===== src/rtl/systolic_seq_ctrl.sv =====
`default_nettype none
// ============================================================================
// Module      : systolic_seq_ctrl
// Description : Sequences one K-beat accumulation job over an N_MACS-wide
//               MAC array: clear, skewed operand feed, skew drain, done.
// Revision    : 1.0 - initial release
// ============================================================================
module systolic_seq_ctrl #(
    parameter int N_MACS = 4,
    parameter int K_MAX  = 16,
    parameter int CNT_W  = 5
) (
    input  logic              clk,
    input  logic              rst,
    input  logic              start,
    input  logic [CNT_W-1:0]  k_len,
    input  logic              hold,
    output logic [N_MACS-1:0] valid_ctrl,
    output logic [N_MACS-1:0] clear,
    output logic              feed_en,
    output logic [CNT_W-1:0]  feed_idx,
    output logic              busy,
    output logic              done
);

    typedef enum logic [2:0] {
        S_IDLE  = 3'd0,
        S_CLEAR = 3'd1,
        S_FEED  = 3'd2,
        S_DRAIN = 3'd3,
        S_DONE  = 3'd4
    } state_t;

    localparam int DRAIN_W = (N_MACS > 2) ? $clog2(N_MACS - 1) : 1;
    localparam logic [CNT_W-1:0]   c_k_max      = CNT_W'(K_MAX);
    localparam logic [DRAIN_W-1:0] c_drain_last = DRAIN_W'((N_MACS > 1) ? (N_MACS - 2) : 0);

    state_t             r_state;
    logic [CNT_W-1:0]   r_k;
    logic [CNT_W-1:0]   r_idx;
    logic [DRAIN_W-1:0] r_drain;

    logic [CNT_W-1:0]   w_k_sat;
    logic               w_held;
    logic               w_feed_en;
    logic [N_MACS-1:0]  w_valid_raw;

    assign w_k_sat   = (k_len > c_k_max) ? c_k_max : k_len;
    assign w_held    = hold && ((r_state == S_FEED) || (r_state == S_DRAIN));
    assign w_feed_en = (r_state == S_FEED) && !hold;

    always_ff @(posedge clk) begin
        if (rst) begin
            r_state <= S_IDLE;
            r_k     <= '0;
            r_idx   <= '0;
            r_drain <= '0;
        end else begin
            case (r_state)
                S_IDLE: begin
                    if (start) begin
                        r_k     <= w_k_sat;
                        r_state <= S_CLEAR;
                    end
                end
                S_CLEAR: begin
                    r_idx   <= '0;
                    r_drain <= '0;
                    r_state <= (r_k == '0) ? S_DONE : S_FEED;
                end
                S_FEED: begin
                    if (!hold) begin
                        // feed_idx keeps the last beat index through DRAIN
                        if (r_idx == r_k - 1'b1) begin
                            r_state <= (N_MACS > 1) ? S_DRAIN : S_DONE;
                        end else begin
                            r_idx <= r_idx + 1'b1;
                        end
                    end
                end
                S_DRAIN: begin
                    if (!hold) begin
                        if (r_drain == c_drain_last) begin
                            r_state <= S_DONE;
                        end else begin
                            r_drain <= r_drain + 1'b1;
                        end
                    end
                end
                S_DONE: begin
                    r_idx   <= '0;
                    r_state <= S_IDLE;
                end
                default: r_state <= S_IDLE;
            endcase
        end
    end

    generate
        if (N_MACS > 1) begin : g_skew
            logic [N_MACS-2:0] r_skew;

            assign w_valid_raw = {r_skew, w_feed_en};

            // Column i register follows column i-1 only on non-held cycles
            always_ff @(posedge clk) begin
                if (rst) begin
                    r_skew <= '0;
                end else if (!w_held) begin
                    r_skew <= w_valid_raw[N_MACS-2:0];
                end
            end
        end else begin : g_no_skew
            assign w_valid_raw = w_feed_en;
        end
    endgenerate

    assign valid_ctrl = w_held ? '0 : w_valid_raw;
    assign clear      = {N_MACS{r_state == S_CLEAR}};
    assign feed_en    = w_feed_en;
    assign feed_idx   = ((r_state == S_FEED) || (r_state == S_DRAIN)) ? r_idx : '0;
    assign busy       = (r_state != S_IDLE);
    assign done       = (r_state == S_DONE);

endmodule
`default_nettype wire


===== config.mk =====
export PLATFORM = sky130hd
export DESIGN_NAME = systolic_seq_ctrl
export DESIGN_NICKNAME = d
export VERILOG_FILES = /design/src/rtl/systolic_seq_ctrl.sv
export SDC_FILE = /design/constraint.sdc
export NUM_CORES = 1
export LEC_CHECK = 0
export CAP_MARGIN = 20
export CORE_AREA = 2 2 49 51
export CTS_CLUSTER_DIAMETER = 80
export DETAILED_ROUTE_END_ITERATION = 12
export DIE_AREA = 0 0 51 53
export PLACE_DENSITY_LB_ADDON = 0.05
export SLEW_MARGIN = 10
export SYNTH_ARGS = -nofsm -noshare
export SYNTH_HDL_FRONTEND = slang
export SYNTH_SLANG_ARGS = --single-unit
export TNS_END_PERCENT = 20

===== constraint.sdc =====
create_clock -name clk -period 4.65 [get_ports clk]
set_input_delay 1.1625 -clock clk [delete_from_list [all_inputs] [get_ports clk]]
set_output_delay 1.1625 -clock clk [all_outputs]
set_load 0.01 [all_outputs]

==> results of run 1 <==
stage by stage:
stage               hold slack [ps]  utilization
finish                        481.2       0.6092
global placement              463.0       0.5923
CTS                           480.8       0.6092
detailed placement            467.3       0.5923
global route                  512.4       0.6092
floorplan                     443.3            -
power groups by stage:
stage,Sequential [uW],Clock [uW],Combinational [uW]
after detailed placement,178,0,109
after floorplan,172,0,83.6
final,175,99.2,108
after global placement,178,0,108
after CTS,175,102,109
after global routing,177,106,122
how the worst max path moves through the flow:
stage | start | to | slack, ps | cells after the start
floorplan | hold | valid_ctrl[1] | 1780 | 3
CTS | hold | feed_en | 770 | 5
detailed placement | hold | feed_en | 770 | 5
global placement | hold | valid_ctrl[0] | 820 | 5
finish | hold | feed_en | 770 | 5
global route | hold | valid_ctrl[0] | 640 | 5
synthesized netlist by cell type (all sizes together):
cell type,n,area share
o21a,1,0.0071
o21ai,4,0.019
a21oi,11,0.052
a22oi,2,0.014
xor2,2,0.017
xor3,1,0.022
nand2,13,0.046
nand4,1,0.0059
or3,3,0.019
nand3b,6,0.043
and3,1,0.011
nor2b,2,0.012
inv,7,0.025
o2111ai,1,0.0083
xnor2,4,0.033
dfxtp,18,0.34
and2,9,0.054
a21boi,2,0.014
nor4,2,0.012
a31oi,3,0.018
or2b,1,0.011
o41ai,2,0.017
nand2b,1,0.0059
nor3b,1,0.012
a2111oi,1,0.0083
ha,3,0.035
clkbuf,3,0.011
nor2,7,0.025
mux2i,2,0.019
nor3,5,0.024
buf,7,0.047
nand3,3,0.014
kinds of logic after synthesis:
group	count (synthesis)	share of synthesized area
AO/OA/AOI/OAI	27	0.1572
XOR/XNOR	7	0.07210
adder cells (fa/ha/maj)	3	0.03546
buffers and inverters	17	0.08274
flip-flops	18	0.3404
multiplexers	2	0.01891
AND/OR/NAND/NOR	55	0.2931
area by class of cell:
cell class	count	share of cell area
multi-input cells	94	0.4665
flip-flops and latches	18	0.2753
repair buffers	24	0.1836
clock buffers	4	0.02772
well taps	28	0.02677
inverters	7	0.02008
state kept, by name, summed over array words and instances, names as in the netlist:
register / count
g_skew.r_skew: 3
r_state: 3
r_idx: 5
r_k: 5
r_drain: 2
placed cells by master, fill, tap and decap left out, drive strengths merged:
cell type and instances:
o41ai 2, clkdlybuf4s50 24, xnor2 4, nor2 7, a21boi 2, a31oi 3, or3 3, o21a 1
o2111ai 1, and2 9, nor3b 1, and3 1, nor2b 2, a22oi 2, nand2b 1, clkbuf 4
a2111oi 1, a21oi 11, nand3b 6, xor2 2, dfxtp 18, nand4 1, nand2 13, inv 7
nor4 2, nor3 5, nand3 3, o21ai 4, mux2i 2, ha 3, or2b 1, xor3 1
per-layer routing:
metal	wire [um]	share of wire	up-vias
li1	-	-	482
met1	980	0.48	394
met2	923	0.45	34
met3	118	0.057	4
met4	39	0.019	0
met5	0	0	-
worst max-delay path, delay by kind of cell:
family        cells  cell delay, ps
simple gates      2             280
buf+inv           3            1270
==> results_dict.tcl, run 1 <==
set metrics [dict create \
    yosys_register_bits 18 \
    die-area_um2 2703 \
    min_path_type "flop to flop" \
    timing.final.crit_share 0.8336 \
    first_iter_violations 11 \
    status "completed" \
    required_ps 3490 \
    fp.dieW_um 51 \
    htree_levels 1 \
    leakage_uw 0.0004922 \
    tightest_slew_ps 626.9 \
    hold_viol 0 \
    areaGrowthSynthToFinish_pct 23.64 \
    syn_nets 141 \
    path_cells "clkdlybuf4s50_1, nor2_1, nand2_1, inv_1, clkdlybuf4s50_1" \
    hold_end "g_skew.r_skew[0]" \
    skew_ps 2.923 \
    cp_slowest_cell "clkdlybuf4s50_1" \
    dpl-instance-area_um2 1272 \
    cts_tree "built" \
    clkTransAtPathRegs_ps 110 \
    finalWirelength_um 2062 \
    met3_usage 0.02825 \
    synthCells 129 \
    multi_input_area_um2 610.6 \
    drive_above_1_share 0.06122 \
    pwr-share-seq 0.458 \
    switching_share 0.3057 \
    final_antenna_net_count 0 \
    grt_start_max_net_pins 19 \
    final_area_um2 1309 \
    dr.pass1.iters 4 \
    detail_route.vias_per_cell 5.223 \
    seq_area_um2 360.3 \
    fin_crit_ps 3876 \
    cts_made_buffers 3 \
    r2r_setup_slack_ps 2500 \
    rows 17 \
    clk_latency_ps 300 \
    synth_seq_area_share 0.3404 \
    grt_pass1_vias 924 \
    p_int_uw 265.4 \
    cp.arrival_ps 2710 \
    ir_drop_uv 211.9 \
    syn_area_um2 1059 \
    setup_viol 0 \
    core-area_um2 2148 \
    clock_power_share 0.260 \
    fin_nets 160 \
    fillerInstances 201 \
    grt_first_pass_wirelength_um 3781 \
    worstSetupEndpointType "primary output" \
    cpPeakStageDelay_ps 590 \
    crit_path_frequent_cell "clkdlybuf4s50_1" \
    maxCapViolCount 0 \
    r2r-end "r_idx[4]" \
    rsz0062_at_grt "false" \
    cts-resized-gates 0 \
    track_usage 0.1843 \
    cts_root_buf "clkbuf_4" \
    wire_per_inst_um 11.78 \
    via_count 914 \
    critPathMaxFanout 11 \
    crit_path_start_kind "input port" \
    port_buffers 24 \
    slew_headroom 0.5807 \
    drc 0 \
    slew_viol_final 0 \
    start_util 0.4927 \
    use_met1 0.2226 \
    pwr_density_cell_nw_per_um2 292.1 \
    busiest_layer "met2" \
    setup_slack_ps 773.6 \
    cts_hold_buf 0 \
    pre_cts_slack_ps 774.9 \
    place_inst 171 \
    max_freq_ghz 0.2580 \
    grt_antenna_before_repair 0 \
    syn_area_per_cell_um2 8.206 \
    power_switching_uw 116.9 \
    io_pins 25 \
    met2_usage 0.3160 \
    cts_sinks 18 \
    yosysUniqueCellTypes 38 \
    ys_warn_count 0 \
    total_power_uw 382.3 \
    fin_tns_setup_ps 0 \
    r2r_cells 6 \
    die_h_um 53 \
    gp_congestion 0.7697 \
    rr_startpoint "r_state[1]" \
    grt-ovfl-total 0 \
    hp-start "g_skew.r_skew[0]" \
    path_class "input port to primary output" \
    diodes 0 \
    p_comb_frac 0.283 \
    stdcell_count 175 \
    cts_setup_buffers 0 \
    hpwl_um 1542 \
    cts_buffer_depth 2 \
    holdPathStages 2 \
]
No activity file was read; power rests on OpenSTA's default activity.
==> run 2, diff against run 1 <==
CORE_AREA = 2 2 53 55   (was 2 2 49 51)
DIE_AREA = 0 0 55 57   (was 0 0 51 53)
clock period = 3.4 ns   (was 4.65 ns; I/O delays follow)
==> run 2 against run 1 <==
Compared with the run above:
- cell count grew 2.9%
- global-route usage shrank 2.3 points
- setup slack lost 410 ps
- register-to-register slack lost 970 ps
- die area grew 16%
- clock power grew 40%
==> results_dict.tcl, run 2 (synthesized netlist as in run 1, its figures left out) <==
set metrics [dict create \
    cts_buffer_depth 2 \
    path_class "input port to primary output" \
    r2r_setup_slack_ps 1530 \
    die-area_um2 3135 \
    diodes 0 \
    final_cell_mix "clkdlybuf4s50_1, dfxtp_1, nand2_1, a21oi_1, and2_1" \
    io_pins 25 \
    fin_tns_setup_ps 0 \
    worstSetupEndpointType "primary output" \
    start_util 0.4048 \
    dr.pass1.iters 4 \
    maxCapViolCount 0 \
    r2r_cells 5 \
    grt_start_max_net_pins 19 \
    slew_headroom 0.5616 \
    setup_viol 0 \
    timing.final.crit_share 0.8931 \
    grt_first_pass_wirelength_um 3698 \
    tightest_slew_ps 655.5 \
    status "completed" \
    leakage_uw 0.0005024 \
    r2r-end "r_idx[4]" \
    cts_hold_buf 0 \
    cts_root_buf "clkbuf_4" \
    cp.arrival_ps 2190 \
    cts_tree "built" \
    die_h_um 57 \
    cts-resized-gates 0 \
    via_count 965 \
    drive_above_1_share 0.07383 \
    gp_congestion 0.7556 \
    skew_ps 2.047 \
    cts_setup_buffers 0 \
    max_freq_ghz 0.3293 \
    hpwl_um 1631 \
    final_antenna_net_count 0 \
    fp.dieW_um 55 \
    utilization 0.5077 \
    min_path_type "flop to flop" \
    ir_drop_uv 246.2 \
    hold_end "g_skew.r_skew[0]" \
    cts_sinks 18 \
    fin_crit_ps 3037 \
    hp-start "g_skew.r_skew[0]" \
    crit_path_start_kind "input port" \
    cts_made_buffers 3 \
    finalWirelength_um 2162 \
    critPathMaxFanout 4 \
    track_usage 0.1610 \
    slew_viol_final 0 \
    required_ps 2550 \
    first_iter_violations 10 \
    clkTransAtPathRegs_ps 110 \
    top_regs "r_idx x5, r_k x5" \
    areaGrowthSynthToFinish_pct 25.41 \
    holdPathStages 2 \
    rows 19 \
    rr_startpoint "r_state[0]" \
    rsz0062_at_grt "false" \
    htree_levels 1 \
    drc 0 \
    hold_viol 0 \
    port_buffers 24 \
    mostFrequentLayoutCell "clkdlybuf4s50_1" \
    grt_antenna_before_repair 0 \
    wire_per_inst_um 12.01 \
    detail_route.vias_per_cell 5.361 \
    fin_nets 162 \
    core-area_um2 2615 \
    grt-ovfl-total 0 \
    grt_pass1_vias 866 \
    clk_latency_ps 310 \
    pwr_density_cell_nw_per_um2 399.8 \
]
-- run 2: cell types whose count changed in the layout (fill, tap and decap cells not counted), sizes merged --
| cell | change |
|---|---|
| buf | +2 |
-- run 2: area by class of cell --
cell class                 instances  area [um^2]
timing repair buffer              26        255.2
sequential                        18        360.3
clock buffer                       4        36.28
fill                             280         1287
inverter                           7        26.28
multi-input combinational         94        610.6
tap                               31        38.79
-- run 2: worst max-delay path by stage --
stage / slack, ps / from / endpoint
after global placement: 360 / hold / feed_en
after CTS: 340 / hold / feed_en
after global routing: 230 / hold / feed_en
after floorplan: 1160 / hold / valid_ctrl[1]
after detailed placement: 350 / hold / feed_en
final: 360 / hold / feed_en
-- run 2: layer usage --
layer / part of all wire / global-route usage / vias up
met5: 0 / 0 / -
met4: 0.029 / 0.08362 / 0
met3: 0.063 / 0.02356 / 5
met2: 0.45 / 0.2568 / 37
met1: 0.46 / 0.2056 / 433
li1: - / - / 490
-- run 2: power by group --
group | switching, uW | leakage [uW] | total [uW] | internal [uW]
clock network | 73.4 | 0.0000210 | 139 | 65.5
registers | 13.2 | 0.000146 | 235 | 222
logic | 78.2 | 0.000336 | 157 | 78.9
total | 165 | 0.000502 | 531 | 366
-- run 2: per-stage QoR --
step                      worst slack [ps]  total power [uW]  hold slack [ps]  instances  cell area, um^2
final                                363.3             530.8            467.2        180             1328
after global routing                 228.0             562.7            500.0        180             1328
after CTS                            342.1             538.9            473.7        180             1328
after detailed placement             345.4             397.3            457.3        176             1291
after global placement               361.5             395.7            463.3        176             1291
after floorplan                       1157             349.0            443.3        129             1059
-- run 2: worst max-delay path: stages --
cell and delay, ps:
clkdlybuf4s50_1 460, nor2_1 100, nand2_1 100, inv_1 130, clkdlybuf4s50_1 540
